File: src/rtl/ifetch_unit.sv
// Instruction fetch stage: holds the PC, fetches one word at a time over a req/ack
// memory port and offers it to decode on a valid/ready port; execute may redirect the PC.
module ifetch_unit #(
    parameter logic [31:0] RESET_PC = 32'h0000_0000,
    parameter int          CNT_W    = 16
) (
    input  logic             clk,
    input  logic             rst_n,
    output logic             imem_req,
    output logic [31:0]      imem_addr,
    input  logic             imem_ack,
    input  logic [31:0]      imem_rdata,
    input  logic             redirect_valid,
    input  logic [31:0]      redirect_pc,
    output logic             inst_valid,
    input  logic             inst_ready,
    output logic [31:0]      inst,
    output logic [5:0]       inst_opcode,
    output logic [31:0]      inst_pc,
    output logic             align_err,
    output logic [CNT_W-1:0] fetch_count,
    output logic [1:0]       fsm_state
);

    typedef enum logic [1:0] {
        IDLE = 2'd0,
        REQ  = 2'd1,
        HOLD = 2'd2
    } state_t;

    state_t           state_q, state_nxt;
    logic [31:0]      pc_q, pc_nxt;
    logic [31:0]      inst_q, inst_nxt;
    logic [31:0]      inst_pc_q, inst_pc_nxt;
    logic             align_q, align_nxt;
    logic [CNT_W-1:0] count_q, count_nxt;
    logic             accept;

    // Decode handshake: an instruction transfers on any rising edge where inst_valid
    // and inst_ready are both high; inst/inst_pc stay frozen while inst_valid waits.
    always_comb begin
        state_nxt   = state_q;
        pc_nxt      = pc_q;
        inst_nxt    = inst_q;
        inst_pc_nxt = inst_pc_q;
        count_nxt   = count_q;
        accept      = (state_q == HOLD) && inst_ready;
        align_nxt   = redirect_valid && (redirect_pc[1:0] != 2'b00);

        case (state_q)
            IDLE: state_nxt = REQ;
            REQ: begin
                if (imem_ack) begin
                    state_nxt   = HOLD;
                    inst_nxt    = imem_rdata;
                    inst_pc_nxt = pc_q;
                    pc_nxt      = pc_q + 32'd4;
                end
            end
            HOLD: begin
                if (inst_ready) state_nxt = REQ;
            end
            default: state_nxt = IDLE;
        endcase

        // A redirect discards any coincident memory response but not a decode transfer.
        if (redirect_valid) begin
            state_nxt   = REQ;
            pc_nxt      = {redirect_pc[31:2], 2'b00};
            inst_nxt    = inst_q;
            inst_pc_nxt = inst_pc_q;
        end

        if (accept && (count_q != {CNT_W{1'b1}})) begin
            count_nxt = count_q + {{(CNT_W-1){1'b0}}, 1'b1};
        end
    end

    always_ff @(posedge clk) begin
        if (!rst_n) begin
            state_q   <= IDLE;
            pc_q      <= RESET_PC;
            inst_q    <= 32'd0;
            inst_pc_q <= 32'd0;
            align_q   <= 1'b0;
            count_q   <= '0;
        end else begin
            state_q   <= state_nxt;
            pc_q      <= pc_nxt;
            inst_q    <= inst_nxt;
            inst_pc_q <= inst_pc_nxt;
            align_q   <= align_nxt;
            count_q   <= count_nxt;
        end
    end

    assign imem_req    = (state_q == REQ);
    assign imem_addr   = pc_q;
    assign inst_valid  = (state_q == HOLD);
    assign inst        = inst_q;
    assign inst_opcode = inst_q[31:26];
    assign inst_pc     = inst_pc_q;
    assign align_err   = align_q;
    assign fetch_count = count_q;
    assign fsm_state   = state_q;

endmodule

File: config.mk
export PLATFORM = sky130hd
export DESIGN_NAME = ifetch_unit
export DESIGN_NICKNAME = d
export VERILOG_FILES = /design/src/rtl/ifetch_unit.sv
export SDC_FILE = /design/constraint.sdc
export NUM_CORES = 1
export LEC_CHECK = 0
export ABC_AREA = 1
export BUFFER_PORTS_ARGS = -buffer_cell sky130_fd_sc_hd__buf_2
export CORE_UTILIZATION = 54
export DETAILED_ROUTE_END_ITERATION = 12
export GPL_TIMING_DRIVEN = 1
export PLACE_DENSITY = 0.86
export SYNTH_ARGS = -nofsm -noshare
export SYNTH_HDL_FRONTEND = slang
export SYNTH_SLANG_ARGS = --single-unit
File: constraint.sdc
create_clock -name clk -period 4.46 [get_ports clk]
set_input_delay 0.223 -clock clk [delete_from_list [all_inputs] [get_ports clk]]
set_output_delay 0.223 -clock clk [all_outputs]
set_load 0.005 [all_outputs]
======== Word-level counts from Yosys, hierarchy flattened ========
Cells that the tools add are included.
W data, S select, Z words.
cells by class
  add/subtract/negate cells ............... 2
  multiply operators ...................... 0
  divide/modulo/power cells ............... 0
  order comparisons ....................... 0
  equal/unequal tests ..................... 7
  shift operators ......................... 0
  muxes and demuxes ....................... 7
  bitwise logic cells ..................... 2
  reductions and logical operators ........ 13
operators with widths
  operator                 number
  $mux W32                 3
  $add A32 B3 Y32 const B  1
  $add A16 B1 Y16 const B  1
  $ne A16 B16 Y1 const B   1
  $reduce_and A2 Y1        4
  $pmux W2 S3              1
  $reduce_bool A2 Y1       3
  $mux W2                  2
  $ne A2 B1 Y1 const B     2
  $logic_and A1 B1 Y1      3
  $ne A3 B1 Y1 const B     1
  $ne A3 B2 Y1 const B     1
  $reduce_and A3 Y1        1
  $eq A2 B1 Y1 const B     1
  $eq A2 B2 Y1 const B     1
  $logic_not A2 Y1         1
  $not A1 Y1               2
  $reduce_or A2 Y1         1
  $mux W1                  1
word-level totals
  bits in registers ....................... 115
  latch bits .............................. 0
  bits in writable memories ............... 0
  memory bits (read-only) ................. 0
  input bits .............................. 69
  output and inout port bits .............. 123
  memories ................................ 0

======== Logic depth before layout (Yosys ltp) ========
  depth after elaboration ................. 4
  depth in mapped cells ................... 10

======== Worst setup path after synthesis ========
Ideal clock, no wire load.
  path type ............................... register to register
  from .................................... register count_q[0], in the netlist fetch_count[0]
  to ...................................... register count_q[6], in the netlist fetch_count[6]
  arrival time ............................ 1.428 ns
  required time ........................... 4.347 ns
  slack ................................... 2.919 ns
  cell stages (with the launch flop) ...... 11
  buffers on the path ..................... 0
  period minus slack after synthesis ...... 1.541 ns
  path through ............................ dfxtp_1 -> ha_1 -> nand3_1 -> nor3_4 -> nand3_2 -> nand2_4 -> inv_4 -> nand2_1 -> nand2_1 -> nand2_1 -> nor2_1
between the ends
  cells in the longest elaborated chain, start to end .. 2
ends and longest elaborated chain
  item                                                     line  RTL
  start: declaration                                       36    logic [CNT_W-1:0] count_q, count_nxt;
  start signal: assignment                                 93    count_q <= count_nxt;
  branches (longest 2 deep; another with $add A16 B1 Y16)  n/a
Parallel ways; which one is timed is not known.
A chain may end at the register's enable or synchronous reset.

======== Final worst setup path ========
  from .................................... register state_q[0], in the netlist fsm_state[0]
  to ...................................... register pc_q[2], in the netlist imem_addr[2]
between the ends
  cells in the longest elaborated chain, start to end .. 3
ends and longest elaborated chain
  item                                 line  RTL
  start: declaration                   31    state_t state_q, state_nxt;
  start signal: assignment             88    state_q <= state_nxt;
  $eq A2 B1 Y1                         50    case (state_q)
  $reduce_bool A2 Y1 (no source line)  n/a
  $reduce_and A2 Y1 (no source line)   n/a
  end signal: assignment               89    pc_q <= pc_nxt;
  end: declaration                     32    logic [31:0] pc_q, pc_nxt;
No other way between the ends.

==> metrics.md <==
| Metric | Value |
|---|---|
| Status | complete, no violations |
| Worst Path Required | ~4.8 ns |
| Detailed Routing Iterations Pass 1 | 6 |
| Count of different cell masters after synthesis | 38 |
| Via density | roughly 5.3 |
| Iter 0 DRT Violations | 367 |
| Clock skew after layout | slightly above 0.007 ns |
| Net count, final | a little over 1000 |
| Area after DPL | approximately 6300 sq um |
| Placer congestion estimate | roughly 0.97 |
| Die height | between 100 and 150 um |
| Total clock sinks | roughly 110 |
| Post-synth top area share | about two fifths |
| Cell accounting for the most synthesized area | dfxtp_1 |
| Register area share after synthesis | roughly two fifths |
| First-pass GRT wire length | 23500 um |
| Worst Tran Pin Value | about 0.95 ns |
| Cell area after layout | roughly 6500 sq um |
| Number of CTS-inserted buffers | 9 |
| # IOs | ~190 |
| Buffers and inverters on the worst path | 2 |
| Setup WS pre-CTS | ~1.7 ns |
| Final setup margin | about 1.6 ns |
| Top delay family on crit path | simple AND/OR/NAND/NOR gates |
| Post-CTS Setup Bufs | 0 |
| # rows | 36 |
| CTS HTree Levels | 3 |
| CTS root buffer | clkbuf_8 |
| Initial Utilization | ~56% |
| Cell count after synthesis | approximately 800 |
| Hold slack | 0.0369 ns |
| ANT nets after route | 0 |
| Post-cts gate resize count | 0 |
| Post-Syn Area | around 5400 sq um |
| Fillers | 882 |
| Vias | between 5000 and 6000 |
| EDFF count, synth | 0 |
| Part of the cycle the worst path needs | a little over three fifths |
| Area contributors post-synth | dfxtp_1, nand2_1, nor2_1 |
| Headroom to the max-slew limit | 36.8% |
| Worst vdd ir | around 0.00016 V |
| CP peak stage delay | 0.75 ns |
| DRT Wirelength | approximately 15000 um |
| WP data arrival | 3.13 ns |
| Hold path startpoint | redirect_pc[0] |
| Share of layout cells above drive strength 1 | between 20 and 25% |
| Slowest-stage cell, CP | nor2_8 |
| Clk buf depth | 2 |
| Hold_buf cts | 0 |
| Antenna cells | 0 |
| Antenna violations before repair | 0 |
| Setup CP Type | flip-flop to flip-flop |
| DRC violations left | 0 |
| Setup TNS | 0 ns |
| Asr flop ratio synth | 0% |
| Hold Path Depth | 3 |
| Total global routing overflow | 0 |
| Most common cell in the netlist | nand2_1 |
| Port Buf Inserts | 187 |
| Final Max Tran Viols | 0 |
| Seq cells post-synth | approximately 110 |
| Top FF cell, synth | dfxtp_1 |
| Drt wl/cell | about 14 um |
| Max Cap Viol | 0 |
| Top cells by count, synth | nand2_1, nor2_1, dfxtp_1, o21ai_0 |
| Synth Area per Inst | between 6 and 7 sq um |
| Post-DP HPWL | 10800 um |
| Crit-path cells | nand2_1 -> nor2_4 -> inv_2 -> nor2_8 -> inv_2 -> nor2_1 -> a21oi_1 -> a21oi_1 |
| Crit-path max FO | 87 |
| CORE AREA | around 9800 sq um |
| Pwr Density | just over 300 nW/um^2 |
| CTS clk-pin slew, worst paths | 0.11 ns |
| Synth warn | 0 |
| Worst hold path type | input pin to flip-flop |
| R2r worst-path depth | 8 |
| CP Launch Type | flip-flop |
| Endpoints failing setup | 0 |
| Fmax | roughly 0.35 GHz |
| Flop2flop setup slack | 1.64 ns |
| Crit end category | flip-flop |
| Die Wd | ~100 um |
| Largest net degree at the start of global routing | 88 |
| RSZ-0062 raised after global routing | false |
| Leakage | about 3.0 nW |
| Worst path depth | 8 |
| Die ar. | 10500 sq um |
| GRT Total Usage | around 29% |
| R2R Path Start | fsm_state[0] |
| R2r endpoint | imem_addr[2] |
| Area growth, synth to finish | 19.7% |
| Clk_lat worst skew | around 0.39 ns |
| CP startpoint | fsm_state[0] |
| Via count of the first global-routing pass | roughly 5000 |
| Clock period minus worst slack | around 2.8 ns |
| Setup crit end | imem_addr[2] |
| CTS tree | done |
| Final hold violations | 0 |
[worst reg2reg max path, stage by stage (launching register included)]
cell	delay, ns
dfxtp_1	0.37
nand2_1	0.11
nor2_4	0.32
inv_2	0.19
nor2_8	0.75
inv_2	0.55
nor2_1	0.25
a21oi_1	0.06
a21oi_1	0.15
[worst min path at each step]
stage / endpoint / slack [ns]
global route: inst[9] / 0.04
global placement: align_err / 0.43
detailed placement: align_err / 0.44
finish: align_err / 0.04
CTS: align_err / 0.02
floorplan: align_err / 0.34
[layout by cell type (no fill, tap or decap), types with 2 or more instances in the layout]
master / instances
nor2_4: 4
nor2_1: 159
inv_1: 55
a31oi_1: 6
xnor2_1: 2
o21ai_0: 63
clkinv_4: 2
buf_4: 3
nor2_2: 5
nand4_1: 8
nand3_1: 55
ha_1: 2
a21oi_2: 6
dfxtp_1: 111
buf_2: 187
o21ai_1: 7
inv_2: 5
xor2_1: 6
nand2_1: 164
clkbuf_8: 9
inv_6: 2
o211ai_1: 4
a211oi_1: 6
conb_1: 4
a21oi_1: 48
nand2_2: 11
nor3_1: 18
[state kept, by name, indices dropped and copies added, names as in the netlist]
name         count
align_err        1
fetch_count     16
fsm_state        2
imem_addr       30
inst            32
inst_pc         30
[logic make-up after synthesis]
group                    share of synthesized area (%)
AO/OA/AOI/OAI                                     14.2
XOR/XNOR                                          1.29
adder cells (fa/ha/maj)                          0.460
buffers and inverters                             9.25
flip-flops                                        40.9
other                                           0.0689
AND/OR/NAND/NOR                                   33.9
[where the power goes]
group | total [mW] | switching [mW] | internal, mW
Clock | 0.637 | 0.367 | 0.270
Sequential | 1.09 | 0.0483 | 1.04
Combinational | 0.263 | 0.156 | 0.106
Total | 1.99 | 0.571 | 1.42
[metal layers]
| layer | share of wire, % | global-route usage, % | vias up |
|---|---|---|---|
| met5 | 0 | 0 | - |
| met4 | 3.2 | 11.6 | 0 |
| met3 | 9.3 | 6.77 | 54 |
| met2 | 44 | 45.6 | 298 |
| met1 | 43 | 37.8 | 2579 |
| li1 | - | - | 2902 |
[cell type report]
cell class | instances | area (sq um) | share of cell area (%)
inverters | 62 | 235 | 3.61
repair buffers | 190 | 958 | 14.7
clock inverters | 6 | 76.3 | 1.17
clock buffers | 10 | 128 | 1.96
flip-flops and latches | 111 | 2220 | 34.1
multi-input cells | 586 | 2730 | 41.9
well taps | 133 | 166 | 2.56
[stage by stage]
| stage | utilization (%) | power (mW) | cells |
|---|---|---|---|
| floorplan | - | 1.26 | 805 |
| global placement | 64.5 | 1.37 | 1082 |
| detailed placement | 64.5 | 1.38 | 1082 |
| CTS | 66.6 | 2.00 | 1098 |
| global route | 66.6 | 2.09 | 1098 |
| finish | 66.6 | 1.99 | 1098 |
Note: power is estimated with default switching activity, not from simulation.
